**src/rtl/sub_serial_pkg.sv**
```systemverilog
// Shared definitions for the bit-serial add/sub family: state encoding,
// default width and the one-bit borrow equation used by the subtractor.
package sub_serial_pkg;

  typedef enum logic [1:0] {
    ST_IDLE = 2'd0,
    ST_SUB  = 2'd1,
    ST_DONE = 2'd2
  } state_e;

  localparam int DEFAULT_WIDTH = 8;

  // Borrow out of x - y - bin
  function automatic logic fs_borrow(input logic x, input logic y, input logic bin);
    return (~x & y) | (~(x ^ y) & bin);
  endfunction

endpackage

```
**src/rtl/sub_serial_full_sub.sv**
```systemverilog
// One-bit full subtractor with its rippling borrow flop; the difference bit
// is combinational from the current operand bits and the stored borrow.
module serial_full_sub
  import sub_serial_pkg::*;
(
  input  logic clk,
  input  logic rst,
  input  logic clr,
  input  logic en,
  input  logic x,
  input  logic y,
  output logic d,
  output logic br
);

  logic br_q;
  logic br_d;

  always_comb begin
    br_d = br_q;
    if (clr) begin
      br_d = 1'b0;
    end else if (en) begin
      br_d = fs_borrow(x, y, br_q);
    end
  end

  always_ff @(posedge clk or posedge rst) begin
    if (rst) begin
      br_q <= 1'b0;
    end else begin
      br_q <= br_d;
    end
  end

  assign d  = x ^ y ^ br_q;
  assign br = br_q;

endmodule

```
**src/rtl/sub_serial.sv**
```systemverilog
// Bit-serial subtractor: loads a and b, produces a - b LSB first over WIDTH
// cycles, then presents the parallel difference with borrow and overflow.
module sub_serial
  import sub_serial_pkg::*;
#(
  parameter int WIDTH = DEFAULT_WIDTH
) (
  input  logic             clk,
  input  logic             rst,
  input  logic             start,
  input  logic [WIDTH-1:0] a,
  input  logic [WIDTH-1:0] b,
  output logic             busy,
  output logic             done,
  output logic [WIDTH-1:0] diff,
  output logic             borrow,
  output logic             ovf
);

  localparam int CNT_W = (WIDTH > 1) ? $clog2(WIDTH) : 1;

  state_e             state_q, state_d;
  logic [WIDTH-1:0]   a_sh_q, a_sh_d;
  logic [WIDTH-1:0]   b_sh_q, b_sh_d;
  logic [WIDTH-1:0]   diff_q, diff_d;
  logic [CNT_W-1:0]   count_q, count_d;
  logic               borrow_q, borrow_d;
  logic               ovf_q, ovf_d;

  logic               accept;
  logic               in_sub;
  logic               last;
  logic               bit_d;
  logic               bit_br;
  logic [WIDTH:0]     diff_ext;

  assign accept = (state_q == ST_IDLE) && start;
  assign in_sub = (state_q == ST_SUB);
  assign last   = in_sub && (count_q == CNT_W'(WIDTH - 1));

  serial_full_sub u_fs (
    .clk (clk),
    .rst (rst),
    .clr (accept),
    .en  (in_sub),
    .x   (a_sh_q[0]),
    .y   (b_sh_q[0]),
    .d   (bit_d),
    .br  (bit_br)
  );

  always_ff @(posedge clk or posedge rst) begin
    if (rst) begin
      state_q <= ST_IDLE;
    end else begin
      state_q <= state_d;
    end
  end

  always_comb begin
    state_d = ST_IDLE;
    case (state_q)
      ST_IDLE: state_d = start ? ST_SUB : ST_IDLE;
      ST_SUB:  state_d = last ? ST_DONE : ST_SUB;
      ST_DONE: state_d = ST_IDLE;
      default: state_d = ST_IDLE;
    endcase
  end

  always_comb begin
    busy = (state_q == ST_SUB);
    done = (state_q == ST_DONE);
  end

  // New difference bit enters at the MSB so the LSB lands at bit 0 after WIDTH shifts
  assign diff_ext = {bit_d, diff_q};

  always_comb begin
    a_sh_d   = a_sh_q;
    b_sh_d   = b_sh_q;
    diff_d   = diff_q;
    count_d  = count_q;
    borrow_d = borrow_q;
    ovf_d    = ovf_q;
    if (accept) begin
      a_sh_d  = a;
      b_sh_d  = b;
      diff_d  = '0;
      count_d = '0;
    end else if (in_sub) begin
      a_sh_d = a_sh_q >> 1;
      b_sh_d = b_sh_q >> 1;
      diff_d = diff_ext[WIDTH:1];
      if (last) begin
        borrow_d = fs_borrow(a_sh_q[0], b_sh_q[0], bit_br);
        ovf_d    = (a_sh_q[0] ^ b_sh_q[0]) & (bit_d ^ a_sh_q[0]);
      end else begin
        count_d = count_q + CNT_W'(1);
      end
    end
  end

  always_ff @(posedge clk or posedge rst) begin
    if (rst) begin
      a_sh_q   <= '0;
      b_sh_q   <= '0;
      diff_q   <= '0;
      count_q  <= '0;
      borrow_q <= 1'b0;
      ovf_q    <= 1'b0;
    end else begin
      a_sh_q   <= a_sh_d;
      b_sh_q   <= b_sh_d;
      diff_q   <= diff_d;
      count_q  <= count_d;
      borrow_q <= borrow_d;
      ovf_q    <= ovf_d;
    end
  end

  assign diff   = diff_q;
  assign borrow = borrow_q;
  assign ovf    = ovf_q;

endmodule
```
**config.mk**
```make
export PLATFORM = sky130hd
export DESIGN_NAME = sub_serial
export DESIGN_NICKNAME = d
export VERILOG_FILES = /design/src/rtl/sub_serial_pkg.sv /design/src/rtl/sub_serial_full_sub.sv /design/src/rtl/sub_serial.sv
export SDC_FILE = /design/constraint.sdc
export NUM_CORES = 1
export LEC_CHECK = 0
export CORE_MARGIN = 5
export CORE_UTILIZATION = 40
export CTS_CLUSTER_SIZE = 16
export DETAILED_ROUTE_END_ITERATION = 12
export GPL_TIMING_DRIVEN = 0
export PLACE_DENSITY = 0.75
export REMOVE_ABC_BUFFERS = 1
export SETUP_SLACK_MARGIN = 0.05
export SYNTH_ARGS = -nofsm -noshare
export SYNTH_HDL_FRONTEND = slang
export SYNTH_HIERARCHICAL = 1
export SYNTH_SLANG_ARGS = --single-unit
```
**constraint.sdc**
```tcl
create_clock -name clk -period 3.9 [get_ports clk]
set_input_delay 0.78 -clock clk [delete_from_list [all_inputs] [get_ports clk]]
set_output_delay 0.78 -clock clk [all_outputs]
set_load 0.03 [all_outputs]
```
* After elaboration in Yosys (flattened, before gate mapping)
Cells that the tools add are included.
** Storage, ports and cells
- Flip-flop bits (word level) :: 32
- Bits of input ports :: 19
- Output and inout bits :: 12
** Cells by class
- Add/subtract/negate cells :: 1
- Equality and inequality tests :: 4
- Mux-type cells :: 14
- Bitwise operators :: 10
- Reduce and logical (&&, ||, !) cells :: 6
** Operator list (number)
- 8-bit 2-to-1 mux :: 6
- 3-bit 2-to-1 mux :: 3
- 2-bit one-hot mux with 2 select lines :: 1
- 3-bit by 1-bit adder with 3-bit output (second input constant) :: 1
- 1-bit AND :: 3
- 3-bit == test (second input constant) :: 1
- 1-bit 2-to-1 mux :: 3
- 1-bit NOT :: 3
- 3-bit AND reduction :: 1
- 1-bit XOR :: 3
- 2-bit by 1-bit == test with 1-bit output (second input constant) :: 1
- 2-bit == test (second input constant) :: 1
- 1-bit logical AND :: 2
- 2-bit zero test :: 1
- 2-bit 2-to-1 mux :: 1
- 2-bit inequality test (second input constant) :: 1
- 2-bit AND reduction :: 1
- 2-bit nonzero test :: 1
- 1-bit bitwise OR :: 1

* Logic depth before layout (Yosys ltp)
Gate-level depths: netlist of run 1.
- Depth in word-level cells :: 6
- Mapped depth :: 5
- Gate-level depth less buffers :: 5

* Hierarchy
The synthesis of run 1 kept the hierarchy.
** Modules (own cells, without submodules)
- sub_serial :: instances 1, cells each 140, area each 1435.1 µm²
- serial_full_sub :: instances 1, cells each 7, area each 67.6 µm²

* Worst setup path before layout of run 1
OpenSTA, ideal clock, no wires.
- Path kind :: register to output
- From :: register state_q[0]
- To :: output done
- Data arrival time :: 1031 ps
- Data required time :: 3120 ps
- Setup slack :: 2089 ps
- Cell stages (with the launch flop) :: 3
- Path buffers :: 1
- Cells stage by stage :: dfrtp_1 > buf_2 > nor2b_1
** Between the ends
- Longest elaborated chain between the ends :: 1
** Ends and longest elaborated chain
- from (decl) :: line sub_serial.sv:22 : state_e state_q, state_d;
- from (signal assigned) :: line sub_serial.sv:56 : state_q <= state_d;
- 2-bit == test :: line sub_serial.sv:72 : done = (state_q == ST_DONE);
- to (decl) :: line sub_serial.sv:14 : output logic done,
No other way between the ends.

* Worst setup path in the final report of run 1
- From :: register state_q[1]
- To :: output busy
** Between the ends
- Longest elaborated chain between the ends :: 1
** Ends and longest elaborated chain
- 2-bit by 1-bit == test with 1-bit output :: line sub_serial.sv:71 : busy = (state_q == ST_SUB);
- to (decl) :: line sub_serial.sv:13 : output logic busy,
No other way between the ends.

==> reports/metrics.csv, run 1 <==
stage;metric;value;unit
critical_path;Crit Reg-Reg Endpoint;u_fs/br$_DFFE_PP0P_;
synthesis;yosys warns;6;
synthesis;Post-Synthesis Cells;147;
synthesis;Cell variety after synth;30;
routing;DR WL/cell;13.89;um
place;DP Cell Count;217;
power_and_ir_drop;PwrDens;807.2;mW/mm^2
clock_network;H-tree Lvls;2;
place;DP HPWL;2189;um
synthesis;Yosys reg bits;32;
synthesis;mapped cell area;0.001503;mm^2
routing;iteration-0 DRC count of the detailed router;45;
floorplan;Starting Density;41.05;%
clock_network;Post-CTS Setup Inserts;0;
timing;Worst Clk Skew;0.005364;ns
timing;Slew headroom;41.77;%
cells_and_area;Register Area;800.8;um^2
floorplan;Die Wd;71.29;um
routing;drt first pass iters;4;
timing;Final Critical Period;3.648;ns
cells_and_area;area occupied by multi-input gates;604.3;um^2
timing;Peak Freq;274.1;MHz
clock_network;clock input transition at the sequential cells of the worst setup and hold paths;0.06;ns
timing;RSZ-0062 raised after global routing;no;
routing;vias per std cell;5.314;
timing;WHS;0.4815;ns
power_and_ir_drop;LEAKAGE;0.0008391;uW
critical_path;worst reg-to-reg path cell count;3;
floorplan;die outline area;0.005082;mm^2
timing;Setup violations, final;0;
timing;setup_tns;0;ns
synthesis;EDFF count, synth;0;
cells_and_area;ant diodes;0;
synthesis;Post-synth ARST share;100.0;%
timing;final hold vios;0;
clock_network;Num CTS Buffers;5;
synthesis;top_reg_cell synth;dfrtp_1;
synthesis;top cell type's share of synthesized area;53.29;%
place;setup slack at placement;0.5966;ns
floorplan;core area;0.003661;mm^2
synthesis;area leader, netlist;dfrtp_1;
hold_path;HP Start;borrow$_DFFE_PP0P_;
synthesis;Synth area leaders;dfrtp_1 (53%), nand2_1 (5.5%), nand3b_1 (5.0%);
synthesis;Avg Cell Area, Syn;10.22;um^2
critical_path;Setup crit end kind;output port;
routing;Final ANT Viol Nets;0;
cells_and_area;Area Overhead vs Synth;30.23;%
cells_and_area;Design Area, Final;0.001957;mm^2
critical_path;Worst Setup Start Kind;register;
global_routing;grt ovf;0;
global_routing;initial antenna violation count;0;
global_routing;total global-route track usage;13.84;%
floorplan;I/O pins;31;
clock_network;Num Clock Sinks;32;
floorplan;Die Ht;71.29;um
place;Placed Area;0.001822;mm^2
routing;via count;1201;
critical_path;Max FO, Critical Path;23;
global_routing;vias in the first global route;1295;
cells_and_area;share of cells above drive strength 1;9.551;%
critical_path;Req. time, crit path;3.12;ns
cells_and_area;Fill cells;317;
clock_network;clock buffer depth;2;
clock_network;CTS tree;yes;
hold_path;Worst Hold End;borrow$_DFFE_PP0P_;
timing;fin crit share;93.54;%
synthesis;count leader, synth;dfrtp_1;
routing;wirelength, routed;3140;um
critical_path;Setup crit start;state_q[1]$_DFF_PP0_;
timing;Max Slew Vio Count;0;
place;input/output buffers;30;
critical_path;Worst R2R Setup Slack;1.59;ns
synthesis;sequential fraction of the synthesis area;53.29;%
global_routing;first-pass GRT wire length;5658;um
clock_network;Post-CTS Resized;0;
timing;Slew @ Worst Pin;0.8735;ns
power_and_ir_drop;Max VDD drop;0.3809;mV
place;gpl congestion;0.7463;
global_routing;largest net degree at the start of global routing;32;
timing;setup ws final;0.2520;ns
job;maxcap violations;0;
routing;DR DRC count;0;
hold_path;worst min-delay path class;reg2reg;
clock_network;Post-CTS Hold Buffers;0;
clock_network;root buffer cell;clkbuf_8;
clock_network;Worst-Skew Late Latency;0.28;ns
hold_path;Hold Path Depth;2;
synthesis;Commonest cells post-synth;dfrtp_1 (32), nand2_1 (22), inv_1 (14);
floorplan;# rows;22;
cells_and_area;final net count;200;
status;status;finished, final reports clean;
cells_and_area;Cell Count, Final, Fillers Out;226;
critical_path;worst r2r src;state_q[1]$_DFF_PP0_;
critical_path;critical path class;reg2out;
critical_path;critical path arrival;2.87;ns
==> layout make-up <==
class / instances / area share (%)
tap: 48 / 3.069
inverter: 15 / 2.877
timing repair buffer: 31 / 16.75
multi-input combinational: 92 / 30.88
sequential: 32 / 40.92
clock buffer: 6 / 3.708
clock inverter: 2 / 1.790
==> logic make-up (layout without fill, tap and decap cells) <==
kind of cell | after synthesis | in the layout | synth area share [%]
AOI/OAI and AO/OA | 39 | 39 | 19.73
xor gates and xnor gates | 1 | 1 | 0.5830
adders and majority gates | 4 | 4 | 3.830
buffers and inverters | 23 | 54 | 6.494
DFF | 32 | 32 | 53.29
and+or+nand+nor | 48 | 48 | 16.07
==> report_power, final <==
group	leakage (uW)	internal, uW	switching [uW]
registers	0.000389	482	118
logic	0.000395	311	365
clock network	0.0000552	189	114
total	0.000839	982	597
==> critical path, stage by stage, from the launching register on <==
cell,delay [ns]
dfrtp_1,0.59
nand2b_1,0.75
clkinv_1,0.53
clkdlybuf4s50_1,0.72
==> worst max-delay path by stage <==
stage,endpoint,slack [ns],depth (start not counted)
after floorplan,busy,1.57,2
after global placement,busy,0.65,3
after detailed placement,busy,0.60,3
after CTS,busy,0.28,3
after global routing,busy,0.07,3
final,busy,0.25,3
==> state kept, by name (all words and copies together), names as in the netlist <==
register  count
borrow        1
u_fs/br       1
count_q       3
ovf           1
diff          8
a_sh_q        8
b_sh_q        8
state_q       2
==> per-layer routing <==
metal,vias up,routed length (um),GRT usage [%]
met5,-,0,0
met4,0,46,6.054
met3,6,106,3.927
met2,26,1574,23.88
met1,594,1413,15.93
li1,575,-,-
==> cell usage in the layout, fill, tap and decap left out, drive strengths merged <==
master and n:
a32oi 5, clkdlybuf4s50 30, o211ai 1, nand3b 10
a211oi 1, a22oi 1, bufinv 1, fa 1
nor3b 1, xnor2 1, o21bai 1, o221a 9
clkinv 2, buf 1, o21a 5, nor2 10
clkbuf 6, inv 14, nand2 22, o21ai 12
dfrtp 32, a21oi 2, o31ai 1, nand2b 1
nor2b 1, ha 3, nand3 2, or3 1
o22ai 1
==> stage by stage <==
step / utilization, % / total power [uW]
2_1_floorplan: - / 1048
3_3_place_gp: 49.76 / 1239
3_5_place_dp: 49.76 / 1278
4_1_cts: 52.70 / 1589
5_1_grt: 53.45 / 1709
6_report: 53.45 / 1580
Note: power is estimated with default switching activity, not from simulation.
==> inputs of run 2 (changes only) <==
- CORE_ASPECT_RATIO: not set -> 0.8
==> run 2 against run 1 <==
Sequential share of layout area up 0.69 points; design area down 1.7%; global-route usage is essentially flat; flip-flop and latch count stayed put; register-to-register slack better by 0.41 ns; setup slack better by 0.39 ns; clock-buffer cell count unchanged; die area is 0.15% higher; maximum frequency increased by 12%; power rose by 0.13%; cell count decreased by 3.1%; largest cell class unchanged; highest routed layer unchanged.
==> reports/metrics.csv, run 2 (synthesis results as in run 1) <==
stage;metric;value;unit;change
status;status;finished, final reports clean;;
cells_and_area;Area Overhead vs Synth;28.06;%;
floorplan;# rows;19;;-14%
clock_network;H-tree Lvls;2;;unchanged
cells_and_area;Fill cells;304;;-4.1%
timing;setup_tns;0;ns;unchanged
critical_path;critical path class;reg2out;;
power_and_ir_drop;sequential fraction of design power;37.8;%;-0.2 points
critical_path;Max FO, Critical Path;23;;unchanged
critical_path;critical path arrival;2.48;ns;-0.39 ns
clock_network;CTS tree;yes;;
critical_path;delay-heaviest family, CP;buffers and inverters;;
cells_and_area;final net count;199;;-0.50%
routing;via count;1149;;-4.3%
clock_network;clock buffer depth;2;;unchanged
floorplan;Starting Density;42.71;%;+1.7 points
power_and_ir_drop;Sw Ratio;38.00;%;+0.19 points
power_and_ir_drop;switching pwr;601.1;uW;+0.65%
timing;Slew headroom;22.61;%;-19 points
global_routing;grt ovf;0;;unchanged
timing;Max Slew Vio Count;0;;unchanged
timing;WHS;0.4807;ns;-0.0008280 ns
floorplan;Die Ht;64.82;um;-9.1%
cells_and_area;fin util;54.69;%;+1.2 points
routing;Final ANT Viol Nets;0;;unchanged
cells_and_area;share of cells above drive strength 1;9.605;%;+0.054 points
timing;fin crit share;83.61;%;-9.9 points
timing;RSZ-0062 raised after global routing;no;;
critical_path;Req. time, crit path;3.12;ns;about the same
clock_network;Num CTS Buffers;5;;unchanged
routing;vias per std cell;5.247;;-1.3%
global_routing;initial antenna violation count;0;;unchanged
clock_network;Post-CTS Hold Buffers;0;;unchanged
clock_network;Worst-Skew Late Latency;0.28;ns;about the same
clock_network;Post-CTS Setup Inserts;0;;unchanged
hold_path;worst min-delay path class;reg2reg;;
power_and_ir_drop;Max VDD drop;0.2618;mV;-31%
critical_path;Setup crit end kind;output port;;
clock_network;clock input transition at the sequential cells of the worst setup and hold paths;0.07;ns;about the same
critical_path;crit-path max cell delay;0.71;ns;-0.04 ns
cells_and_area;most common cell after layout, fill and taps aside;dfrtp_1;;
timing;Final Critical Period;3.261;ns;-0.3874 ns
routing;drt first pass iters;4;;unchanged
power_and_ir_drop;Gate power share;42.5;%;-0.3 points
routing;DR WL/cell;14.32;um;+3.0%
routing;iteration-0 DRC count of the detailed router;56;;+24%
floorplan;core area;0.003518;mm^2;-3.9%
power_and_ir_drop;clock power share;19.7;%;+0.5 points
timing;Peak Freq;306.7;MHz;+12%
place;gpl congestion;0.7454;;-0.12%
critical_path;Worst Setup Start Kind;register;;
cells_and_area;ant diodes;0;;unchanged
power_and_ir_drop;LEAKAGE;0.0008260;uW;-1.6%
global_routing;largest net degree at the start of global routing;32;;unchanged
floorplan;Die Wd;78.53;um;+10%
place;setup slack at placement;0.5595;ns;-0.03710 ns
timing;final hold vios;0;;unchanged
global_routing;first-pass GRT wire length;5457;um;-3.6%
critical_path;slowest cell on the critical path;clkdlybuf4s50_1;;
critical_path;WP buf/inv;2;;unchanged
job;maxcap violations;0;;unchanged
global_routing;vias in the first global route;1185;;-8.5%
timing;Worst Clk Skew;0.004554;ns;-0.0008095 ns
clock_network;root buffer cell;clkbuf_8;;
routing;DR DRC count;0;;unchanged
place;DP HPWL;2200;um;+0.50%
global_routing;total global-route track usage;13.80;%;-0.041 points
timing;Slew @ Worst Pin;1.160;ns;+0.2861 ns
place;input/output buffers;30;;unchanged
timing;setup ws final;0.6393;ns;+0.3874 ns
routing;wirelength, routed;3135;um;-0.16%
critical_path;worst-path cell chain;nand2b_2 > clkinv_1 > clkdlybuf4s50_1;;
power_and_ir_drop;Int Pwr;980.6;uW;-0.18%
floorplan;I/O pins;31;;unchanged
cells_and_area;most frequent cells in the layout;dfrtp_1 (32), clkdlybuf4s50_1 (30), nand2_1 (22);;
floorplan;die outline area;0.005090;mm^2;+0.15%
clock_network;Num Clock Sinks;32;;unchanged
power_and_ir_drop;PwrDens;821.9;mW/mm^2;+1.8%
timing;Setup violations, final;0;;unchanged
## run 2: cell count changes in the layout (fill, tap and decap cells not counted), sizes merged
cell and change:
buf -1
## run 2: per-layer routing
| layer | GRT usage, % | vias to the layer above | share of wire [%] |
|---|---|---|---|
| li1 | - | 568 | - |
| met1 | 15.10 | 561 | 41 |
| met3 | 4.155 | 4 | 3.5 |
| met4 | 5.895 | 0 | 1.7 |
| met2 | 24.89 | 16 | 54 |
| met5 | 0 | - | 0 |
## run 2: final timing paths
check                                     startpoint               endpoint  slack, ns  depth (start not counted)
worst min-delay path              borrow$_DFFE_PP0P_     borrow$_DFFE_PP0P_       0.48                          2
worst min register to register    borrow$_DFFE_PP0P_     borrow$_DFFE_PP0P_       0.48                          2
min in group asynchronous                        rst    u_fs/br$_DFFE_PP0P_       0.65                          2
worst max-delay path            state_q[1]$_DFF_PP0_                   busy       0.64                          3
worst max register to register  state_q[1]$_DFF_PP0_    diff[6]$_DFFE_PP0P_       2.00                          4
max in group asynchronous                        rst  b_sh_q[4]$_DFFE_PP0P_       2.08                          2
## run 2: power by group through the flow
stage / Combinational, uW / Clock, uW / Sequential, uW
2_1_floorplan: 387 / 0 / 661
3_3_place_gp: 647 / 0 / 593
3_5_place_dp: 678 / 0 / 603
4_1_cts: 682 / 317 / 596
5_1_grt: 743 / 334 / 623
6_report: 673 / 311 / 597
## run 2: what timing repair did
item / in CTS / in global routing
resized for setup: 0 / 1
setup endpoints to repair: 0 / 1
hold endpoints to repair: 0 / 0
## run 2: cell type report
cell class,instances,area (um^2),area share (%)
Sequential cell,32,800.8,41.61
Multi-Input combinational cell,92,606.8,31.53
Timing Repair Buffer,30,300.3,15.60
Clock buffer,6,72.57,3.771
Inverter,15,56.30,2.926
Tap cell,42,52.55,2.731
Clock inverter,2,35.03,1.821
## run 2: worst register-to-register path, delay by kind of cell, from the launching register on
kind	cells	cell delay (ns)
simple gates	2	0.69
flops	1	0.58
buf+inv	1	0.40
compound gates	1	0.09
## run 2: through the flow
step	power [uW]	std cells	instance area [um^2]
floorplan	1048	139	1461
global placement	1240	211	1814
detailed placement	1282	211	1814
CTS	1595	219	1922
global route	1700	219	1924
finish	1582	219	1924
==> inputs of run 3 (changes only) <==
- PLACE_DENSITY: 0.75 -> 0.77
- clock period: 3.9 -> 2.6 ns (I/O delays scaled with it)
==> run 3 against run 2 <==
Worst hold slack lost 0.098 ns; non-clock buffer count unchanged; design area is 0.52% higher; highest routed layer unchanged; combinational power is 48% higher; clock power rose by 52%; critical endpoint unchanged; wire length up 0.22%; register-to-register slack worse by 1.0 ns; setup slack worse by 0.45 ns; clock-buffer cell count is 1 lower.
==> reports/metrics.csv, run 3 (synthesis results as in run 1) <==
stage;metric;value;unit;change
global_routing;GRT met2 Usage;20.76;%;-4.1 points
clock_network;Num Clock Sinks;32;;unchanged
cells_and_area;Cell Count, Final, Fillers Out;219;;unchanged
critical_path;Req. time, crit path;2.08;ns;-1.04 ns
place;gpl congestion;0.7899;;+6.0%
timing;setup ws final;0.1902;ns;-0.4492 ns
cells_and_area;most common cell after layout, fill and taps aside;dfrtp_1;;
timing;Slew headroom;25.47;%;+2.9 points
floorplan;I/O pins;31;;unchanged
critical_path;critical path class;reg2out;;
cells_and_area;Fill cells;315;;+3.6%
global_routing;total global-route track usage;13.67;%;-0.12 points
critical_path;Setup crit start;state_q[1]$_DFF_PP0_;;
floorplan;# rows;19;;unchanged
power_and_ir_drop;Max VDD drop;0.4663;mV;+78%
critical_path;slowest cell on the critical path;dfrtp_2;;
cells_and_area;ant diodes;0;;unchanged
cells_and_area;most frequent cells in the layout;dfrtp_1 (30), clkdlybuf4s50_1 (29), nand2_1 (22);;
critical_path;critical path arrival;1.89;ns;-0.59 ns
floorplan;Die Ht;64.82;um;unchanged
clock_network;clock input transition at the sequential cells of the worst setup and hold paths;0.07;ns;about the same
critical_path;crit-path max cell delay;0.50;ns;-0.21 ns
place;DP Cell Count;211;;unchanged
place;DP HPWL;2210;um;+0.45%
global_routing;M3 GR Usage;4.848;%;+0.69 points
timing;Peak Freq;415.0;MHz;
global_routing;layer with the highest usage;met2;;
floorplan;Die Wd;78.53;um;unchanged
floorplan;Starting Density;42.71;%;unchanged
timing;Slew @ Worst Pin;1.117;ns;-0.04289 ns
cells_and_area;area occupied by multi-input gates;611.8;um^2;+0.82%
global_routing;largest net degree at the start of global routing;32;;unchanged
hold_path;worst min-delay path class;in2async;;
global_routing;vias in the first global route;1174;;-0.93%
timing;fin crit share;92.69;%;
timing;RSZ-0062 raised after global routing;no;;
clock_network;root buffer cell;clkbuf_8;;
global_routing;first-pass GRT wire length;5451;um;-0.11%
routing;DR WL/cell;14.35;um;+0.22%
status;status;finished, final reports clean;;
routing;DR DRC count;0;;unchanged
routing;via count;1166;;+1.5%
critical_path;worst r2r src;state_q[1]$_DFF_PP0_;;
timing;Worst Clk Skew;0.006149;ns;+0.001595 ns
global_routing;initial antenna violation count;0;;unchanged
global_routing;grt ovf;0;;unchanged
timing;final hold vios;0;;unchanged
cells_and_area;share of cells above drive strength 1;11.30;%;+1.7 points
clock_network;Num CTS Buffers;5;;unchanged
critical_path;worst-path cell chain;nand2b_4 > clkinv_1 > dlygate4sd2_1;;
power_and_ir_drop;LEAKAGE;0.0008243;uW;-0.20%
timing;Max Slew Vio Count;0;;unchanged
critical_path;Setup crit end kind;output port;;
routing;wirelength, routed;3142;um;+0.22%
place;setup slack at placement;-0.4552;ns;-1.015 ns
floorplan;core area;0.003518;mm^2;unchanged
job;maxcap violations;0;;unchanged
routing;Final ANT Viol Nets;0;;unchanged
critical_path;Max FO, Critical Path;23;;unchanged
global_routing;routing usage on met1;17.56;%;+2.5 points
floorplan;die outline area;0.005090;mm^2;unchanged
power_and_ir_drop;PwrDens;1230;mW/mm^2;+50%
cells_and_area;Register Area;803.3;um^2;+0.31%
cells_and_area;Area Overhead vs Synth;28.73;%;
timing;Setup violations, final;0;;unchanged
routing;iteration-0 DRC count of the detailed router;77;;+38%
cells_and_area;final net count;199;;unchanged
clock_network;Worst-Skew Late Latency;0.29;ns;about the same
timing;Final Critical Period;2.410;ns;
routing;drt first pass iters;4;;unchanged
critical_path;Worst Setup Start Kind;register;;
clock_network;Post-CTS Setup Inserts;0;;unchanged
place;input/output buffers;30;;unchanged
clock_network;clock buffer depth;2;;unchanged
clock_network;H-tree Lvls;2;;unchanged
clock_network;CTS tree;yes;;
routing;vias per std cell;5.324;;+1.5%
[run 3: power breakdown]
group | internal [uW] | total (uW) | leakage [uW] | switching, uW
combinational | 460 | 999 | 0.000383 | 539
clock | 283 | 473 | 0.0000541 | 190
sequential | 725 | 907 | 0.000387 | 182
[run 3: path summary, 6_finish.rpt]
path	to	slack [ns]	cells after the start
worst max-delay path	busy	0.19	3
worst min-delay path	u_fs/br$_DFFE_PP0P_	0.38	2
worst max register to register	u_fs/br$_DFFE_PP0P_	1.00	3
worst min register to register	borrow$_DFFE_PP0P_	0.49	2
max in group asynchronous	state_q[0]$_DFF_PP0_	1.01	2
min in group clk	borrow$_DFFE_PP0P_	0.49	2
[run 3: critical path: cells and delay by family (launching register included)]
family / cells / cell delay [ns]
buf+inv: 2 / 0.76
simple gates: 1 / 0.33
flops: 1 / 0.50
[run 3: what timing repair did]
action	CTS	global route
resized for setup	5	0
endpoints found under the setup margin	1	0
hold buffers	0	0
[run 3: layout make-up]
type | instances | share of cell area (%)
sequential | 32 | 41.53
clock inverter | 3 | 2.199
inverter | 15 | 2.911
tap | 42 | 2.717
timing repair buffer | 30 | 15.46
clock buffer | 5 | 3.558
multi-input combinational | 92 | 31.63
[run 3: layer usage]
layer | share of wire (%) | vias to the layer above
met4 | 1.9 | 0
li1 | - | 570
met1 | 47 | 569
met2 | 46 | 20
met5 | 0 | -
met3 | 4.6 | 7
[run 3: through the flow]
step / total power (uW) / util [%] / hold WS [ns] / area, um^2 / setup TNS [ns]
2_1_floorplan: 1572 / - / 0.2487 / 1461 / 0
5_1_grt: 2563 / 54.98 / 0.4101 / 1934 / 0
3_5_place_dp: 1923 / 51.56 / 0.4776 / 1814 / -0.4552
3_3_place_gp: 1867 / 51.56 / 0.4616 / 1814 / -0.4348
6_report: 2379 / 54.98 / 0.3822 / 1934 / 0
4_1_cts: 2409 / 54.98 / 0.3774 / 1934 / 0
